### src/rtl/debounce_pkg.sv
// Shared constants and width helpers for the multi-channel debouncer.
package debounce_pkg;

  localparam int unsigned DB_CYCLES_SIM   = 10;
  localparam int unsigned DB_CYCLES_HW    = 500000;
  localparam int unsigned HOLD_CYCLES_DEF = 20;

  // Ceiling log2; clog2(0) and clog2(1) are both 0.
  function automatic int unsigned clog2(input int unsigned value);
    int unsigned r;
    r = 0;
    while ((64'd1 << r) < 64'(value)) r++;
    return r;
  endfunction

  // Bits needed to hold 0..max_val, never less than one.
  function automatic int unsigned cnt_width(input int unsigned max_val);
    int unsigned w;
    w = clog2(max_val + 1);
    return (w == 0) ? 1 : w;
  endfunction

endpackage

### src/rtl/debounce_ch.sv
// One debounce channel: input synchroniser, stability counter, edge pulses and long-press timer.
module debounce_ch
  import debounce_pkg::*;
#(
  parameter int unsigned DB_CYCLES   = DB_CYCLES_SIM,
  parameter int unsigned HOLD_CYCLES = HOLD_CYCLES_DEF,
  parameter bit          ACTIVE_LOW  = 1'b0
) (
  input  logic clock,
  input  logic reset,
  input  logic button,
  output logic out,
  output logic rise,
  output logic fall,
  output logic held,
  output logic long_pulse
);

  localparam int unsigned CntW = cnt_width(DB_CYCLES);
  localparam logic [CntW-1:0] CntMax = CntW'(DB_CYCLES);

  logic            sync1_q, sync2_q;
  logic            iv_q, iv_d;
  logic [CntW-1:0] cnt_q, cnt_d;
  logic            out_q, out_d;
  logic            rise_q, fall_q;

  always_comb begin
    iv_d  = iv_q;
    cnt_d = cnt_q;
    out_d = out_q;
    if (sync2_q != iv_q) begin
      iv_d  = sync2_q;
      cnt_d = '0;
    end else if (cnt_q == CntMax) begin
      out_d = iv_q;
    end else begin
      cnt_d = cnt_q + 1'b1;
    end
  end

  // Inversion sits ahead of the synchroniser so reset state always means released.
  always_ff @(posedge clock) begin
    if (reset) begin
      sync1_q <= 1'b0;
      sync2_q <= 1'b0;
      iv_q    <= 1'b0;
      cnt_q   <= '0;
      out_q   <= 1'b0;
      rise_q  <= 1'b0;
      fall_q  <= 1'b0;
    end else begin
      sync1_q <= button ^ ACTIVE_LOW;
      sync2_q <= sync1_q;
      iv_q    <= iv_d;
      cnt_q   <= cnt_d;
      out_q   <= out_d;
      rise_q  <= out_d & ~out_q;
      fall_q  <= ~out_d & out_q;
    end
  end

  assign out  = out_q;
  assign rise = rise_q;
  assign fall = fall_q;

  if (HOLD_CYCLES == 0) begin : g_no_hold
    assign held       = 1'b0;
    assign long_pulse = 1'b0;
  end else begin : g_hold
    localparam int unsigned HoldW = cnt_width(HOLD_CYCLES);
    localparam logic [HoldW-1:0] HoldMax = HoldW'(HOLD_CYCLES);

    logic [HoldW-1:0] hcnt_q, hcnt_d;
    logic             held_q, held_d;
    logic             lp_q, lp_d;

    // Timer restarts from 0 on the rising edge; held drops together with out.
    always_comb begin
      hcnt_d = hcnt_q;
      held_d = held_q;
      lp_d   = 1'b0;
      if (!out_d) begin
        hcnt_d = '0;
        held_d = 1'b0;
      end else if (!out_q) begin
        hcnt_d = '0;
      end else if (hcnt_q != HoldMax) begin
        hcnt_d = hcnt_q + 1'b1;
        if (hcnt_q == HoldMax - 1'b1) begin
          held_d = 1'b1;
          lp_d   = 1'b1;
        end
      end
    end

    always_ff @(posedge clock) begin
      if (reset) begin
        hcnt_q <= '0;
        held_q <= 1'b0;
        lp_q   <= 1'b0;
      end else begin
        hcnt_q <= hcnt_d;
        held_q <= held_d;
        lp_q   <= lp_d;
      end
    end

    assign held       = held_q;
    assign long_pulse = lp_q;
  end

endmodule

### src/rtl/debounce_multi.sv
// N-channel debouncer: independent debounce_ch instances packed onto vector ports.
module debounce_multi
  import debounce_pkg::*;
#(
  parameter int unsigned N_CH        = 5,
  parameter int unsigned DB_CYCLES   = DB_CYCLES_SIM,
  parameter int unsigned HOLD_CYCLES = HOLD_CYCLES_DEF,
  parameter bit          ACTIVE_LOW  = 1'b0
) (
  input  logic            clock,
  input  logic            reset,
  input  logic [N_CH-1:0] button,
  output logic [N_CH-1:0] out,
  output logic [N_CH-1:0] rise,
  output logic [N_CH-1:0] fall,
  output logic [N_CH-1:0] held,
  output logic [N_CH-1:0] long_pulse
);

  for (genvar i = 0; i < N_CH; i++) begin : g_ch
    debounce_ch #(
      .DB_CYCLES  (DB_CYCLES),
      .HOLD_CYCLES(HOLD_CYCLES),
      .ACTIVE_LOW (ACTIVE_LOW)
    ) u_ch (
      .clock     (clock),
      .reset     (reset),
      .button    (button[i]),
      .out       (out[i]),
      .rise      (rise[i]),
      .fall      (fall[i]),
      .held      (held[i]),
      .long_pulse(long_pulse[i])
    );
  end

endmodule

### config.mk
export PLATFORM = sky130hd
export DESIGN_NAME = debounce_multi
export DESIGN_NICKNAME = d
export VERILOG_FILES = /design/src/rtl/debounce_pkg.sv /design/src/rtl/debounce_ch.sv /design/src/rtl/debounce_multi.sv
export SDC_FILE = /design/constraint.sdc
export NUM_CORES = 1
export LEC_CHECK = 0
export BUFFER_PORTS_ARGS = -buffer_cell sky130_fd_sc_hd__buf_2
export CAP_MARGIN = 0
export CORE_ASPECT_RATIO = 1.25
export CORE_MARGIN = 5
export CORE_UTILIZATION = 45
export CTS_CLUSTER_DIAMETER = 30
export DETAILED_ROUTE_END_ITERATION = 6
export PLACE_DENSITY = 0.69
export SYNTH_ARGS = -nofsm -noshare
export SYNTH_HDL_FRONTEND = slang
export SYNTH_SLANG_ARGS = --single-unit
### constraint.sdc
create_clock -name clock -period 1.4 [get_ports clock]
set_input_delay 0 -clock clock [delete_from_list [all_inputs] [get_ports clock]]
set_output_delay 0 -clock clock [all_outputs]
set_load 0.02 [all_outputs]
==> summary by stage <==
Cells and area
The most frequent standard cell in the layout excluding fill and tap cells is dfxtp_1. The layout cell share with drive strength beyond 1 is between 20 and 30%. The top cell types in the final layout, fill and taps aside, are dfxtp_1, nor2_1, buf_2. The area of combinational cells with multiple inputs is around 1900 um2. The final antenna diode count is 0. Registers take roughly 1700 um2.

The area added between synthesis and finish is 13.9%. The final net count is 414. The layout has between 700 and 800 filler cells.

Clocking
The clock sink total is 85. The tree is rooted in a clkbuf_8. The clock tree from TritonCTS is yes. The insertion delay of the later-clocked pin in the worst-skew pair is about 0.36 ns. The maximum count of clock buffers along a single path is 2. Clock tree synthesis inserted a total of 9 buffers. The post-CTS clock slew at the launch and capture registers of the worst setup and hold paths is 0.09 ns. In this run the number of H-tree levels came out at 3.

Pwr
Total power for the finished layout comes to around 4.8 mW. For this design the total switching power over the nets is a little over 1 mW. The sequential share of power is around 53%.

The portion of total power attributed to the clock network is about 43%. The worst-case IR drop observed on VDD is between 0.5 and 0.6 mV. Cell internal power was estimated by the tool at 3.80 mW. The cell area power density is around 1100 nW/um2. In this run switching power makes up roughly a fifth of total power.

Combinational cells account for under 10% of the total power. The static power due to leakage is 1.86 nW.

Setup path
By startpoint and endpoint, the worst setup path is classified as flop to flop. The worst setup path is launched from a flop. The endpoint type of the worst setup path is a flop.

The signal on the critical path passes through inv_2 > ha_4 > nand3b_4 > o311ai_4 > and4b_1. STA puts the critical path data arrival time at 1.57 ns. Along the worst path, the maximum fanout reaches 4. The delay contributed by the slowest stage of the critical path is approximately 0.34 ns. The largest individual stage delay along the critical path comes from the cell dfxtp_1. The worst endpoint required time is around 1.7 ns.

Floorplan
During I/O placement, the number of pins put on the boundary was 32. The initial utilization of the core area, before any placement, comes to a little under half. Measured along the x axis, the die boundary spans roughly 90 um.

The die outline height is roughly 110 um. The core region is ~8200 um2. The number of rows created at floorplan is 37.

The die area is around 10000 um2.

Synth
After technology mapping, the gate count stands at approximately 360. The most used flip-flop cell after synthesis is dfxtp_1. Yosys attributes the largest share of cell area to dfxtp_1, ha_1, xnor2_1.

The synthesized net count is about 390. For this run, the number of Yosys warnings is 0. After synthesis, the mean cell area works out to roughly 11 um2. The largest total area in the synthesized netlist belongs to dfxtp_1. The synthesized design devotes to its leading area cell type between 40% and 50% of total area. The synthesized design contains 85 register bits. Counting flops with a built-in enable in the synthesized netlist gives 0. The mapped cell area is between 3000 and 4000 um2.

The sequential element share of the synthesized area is between 40% and 50%. The fraction of registers with async set or reset after synthesis is 0%. Synthesis instantiated 37 different standard cells from the library.

STA
On the final layout, the worst clock skew is just under 0.01 ns. The final-report setup violation count is 0. The number of slew-limit violations in the final report is 0. For this run, the top clock speed supported by timing is approximately 0.76 GHz.

The transition time of the tightest slew-check pin is roughly 0.46 ns. The hold violation count in the final report was 0. The final worst-path cycle share is about 95%. The time the worst path needs with I/O delays and setup is about 1.3 ns. After routing, the total negative slack on setup checks comes to 0 ns.

The worst slew margin relative to its limit is around 69%.

Detailed routing
The DRC violation total after the first TritonRoute iteration is approximately 70. The final antenna-violating net count is 0. In the routed design, unresolved DRC markers number 0.

The detailed router placed about 2500 vias in this run. The average wire length per cell after detail routing is around 12 um. Using the TritonRoute via totals, the vias-per-cell ratio works out to 5.02. The routed wire length is around 6.0 mm. The first detailed-routing pass ran for 4 iterations.

Worst hold path
The tightest min-delay check is of the input pin to flop type.

Run status
The run finished with clean final reports.

Global routing
Entering global routing, the biggest net connects 21 pins. For this run, the total global-route usage over all layers was measured as roughly 12%. The global-route wire length before repair is slightly above 10 mm. The via count of the first global-routing pass came to roughly 2400. Summed over all layers, the global routing overflow is 0. The number of antenna violations at the first check in global routing was 0.

Place
Routability-driven placement finished with a final weighted congestion of 0.707. During placement, the flow inserted port buffers numbering 31. Detailed placement ended at an HPWL of 4.30 mm.

Flow run
The tool flagged a number of max-cap violations equal to 0.
## repair_timing
action | 4_1_cts | 5_1_grt
setup endpoints to repair | 0 | 34
endpoints found under the hold margin | 5 | 0
setup buffers | 0 | 3
resized for setup | 0 | 28
hold buffers | 5 | 0
## cell usage after synthesis (2+ instances only)
master and number:
a211oi_1 5, a21oi_1 11, a41oi_1 3, and3_1 5
and3b_2 3, and4b_1 7, buf_4 25, buf_6 2
dfxtp_1 85, ha_1 20, inv_1 21, mux2i_1 7
nand2_1 7, nand3_1 15, nand3b_4 5, nand4b_1 5
nor2_1 36, nor2b_1 17, nor3_1 14, nor3b_1 3
nor4_2 4, o21ai_0 5, o311ai_4 5, xnor2_1 23
xor2_1 14
## cell type report
| class | count | area share, % |
|---|---|---|
| clock buffers | 10 | 3.20 |
| clock inverters | 6 | 2.56 |
| inverters | 22 | 1.92 |
| multi-input cells | 224 | 43.1 |
| flip-flops and latches | 85 | 39.8 |
| well taps | 97 | 2.82 |
| repair buffers | 45 | 6.61 |
## flip-flops by register name, indices dropped and copies added (netlist names)
register / flops
g_ch.u_ch.iv_q: 5
g_ch.u_ch.sync1_q: 5
g_ch.u_ch.rise: 5
g_ch.u_ch.out: 5
g_ch.u_ch.cnt_q: 20
g_ch.u_ch.g_hold.hcnt_q: 25
g_ch.u_ch.sync2_q: 5
g_ch.u_ch.held: 5
g_ch.u_ch.fall: 5
g_ch.u_ch.long_pulse: 5
## critical path: cells and delay by family (launching register included)
family / cells / cell delay [ns]
adder cells (fa/ha/maj): 1 / 0.15
buffers and inverters: 1 / 0.09
AND/OR/NAND/NOR: 2 / 0.33
AO/OA/AOI/OAI: 1 / 0.31
flip-flops: 1 / 0.34
## final timing paths
kind                          from                 endpoint  slack, ns  cells after the start
max reg2reg  g_ch[2].u_ch.cnt_q[0]  g_ch[2].u_ch.long_pulse       0.08                      5
min reg2reg   g_ch[1].u_ch.sync1_q     g_ch[1].u_ch.sync2_q       0.44                      1
max          g_ch[2].u_ch.cnt_q[0]  g_ch[2].u_ch.long_pulse       0.08                      5
min                          reset     g_ch[0].u_ch.sync2_q       0.06                      3
## metal layers
metal / wire length, um / track usage, % / up-vias
met5: 0 / 0 / -
met4: 111 / 6.54 / 0
met3: 227 / 3.22 / 10
met2: 3040 / 21.0 / 32
met1: 2660 / 13.8 / 1150
li1: - / - / 1262
## power by group through the flow
stage	Clock [mW]	Combinational [mW]	Sequential [mW]
2_1_floorplan	0	0.138	2.57
3_3_place_gp	0	0.167	2.58
3_5_place_dp	0	0.171	2.58
4_1_cts	2.15	0.184	2.52
5_1_grt	2.24	0.221	2.54
6_report	2.09	0.196	2.53
## logic make-up (layout without fill, tap and decap cells)
group                    Yosys count  count (layout)  share of synthesized area, %
buffers and inverters             50              83                          7.86
flip-flops                        85              85                          45.1
AND/OR/NAND/NOR                  128             128                          22.1
multiplexers                       7               7                          1.86
XOR/XNOR                          37              37                          8.58
AO/OA/AOI/OAI                     32              32                          7.86
adder cells (fa/ha/maj)           20              20                          6.63
## stage by stage
stage	std cells	hold slack, ns	setup WS (ns)	util [%]	instance area, um2
2_1_floorplan	359	0.0742	0.0993	-	3770
3_3_place_gp	465	0.216	0.0906	47.4	3880
3_5_place_dp	465	0.216	0.0486	47.4	3880
4_1_cts	486	0.0478	0.0255	51.0	4180
5_1_grt	489	0.0772	-0.00312	52.5	4300
6_report	489	0.0632	0.0761	52.5	4300
No activity file was read; power rests on OpenSTA's default activity.
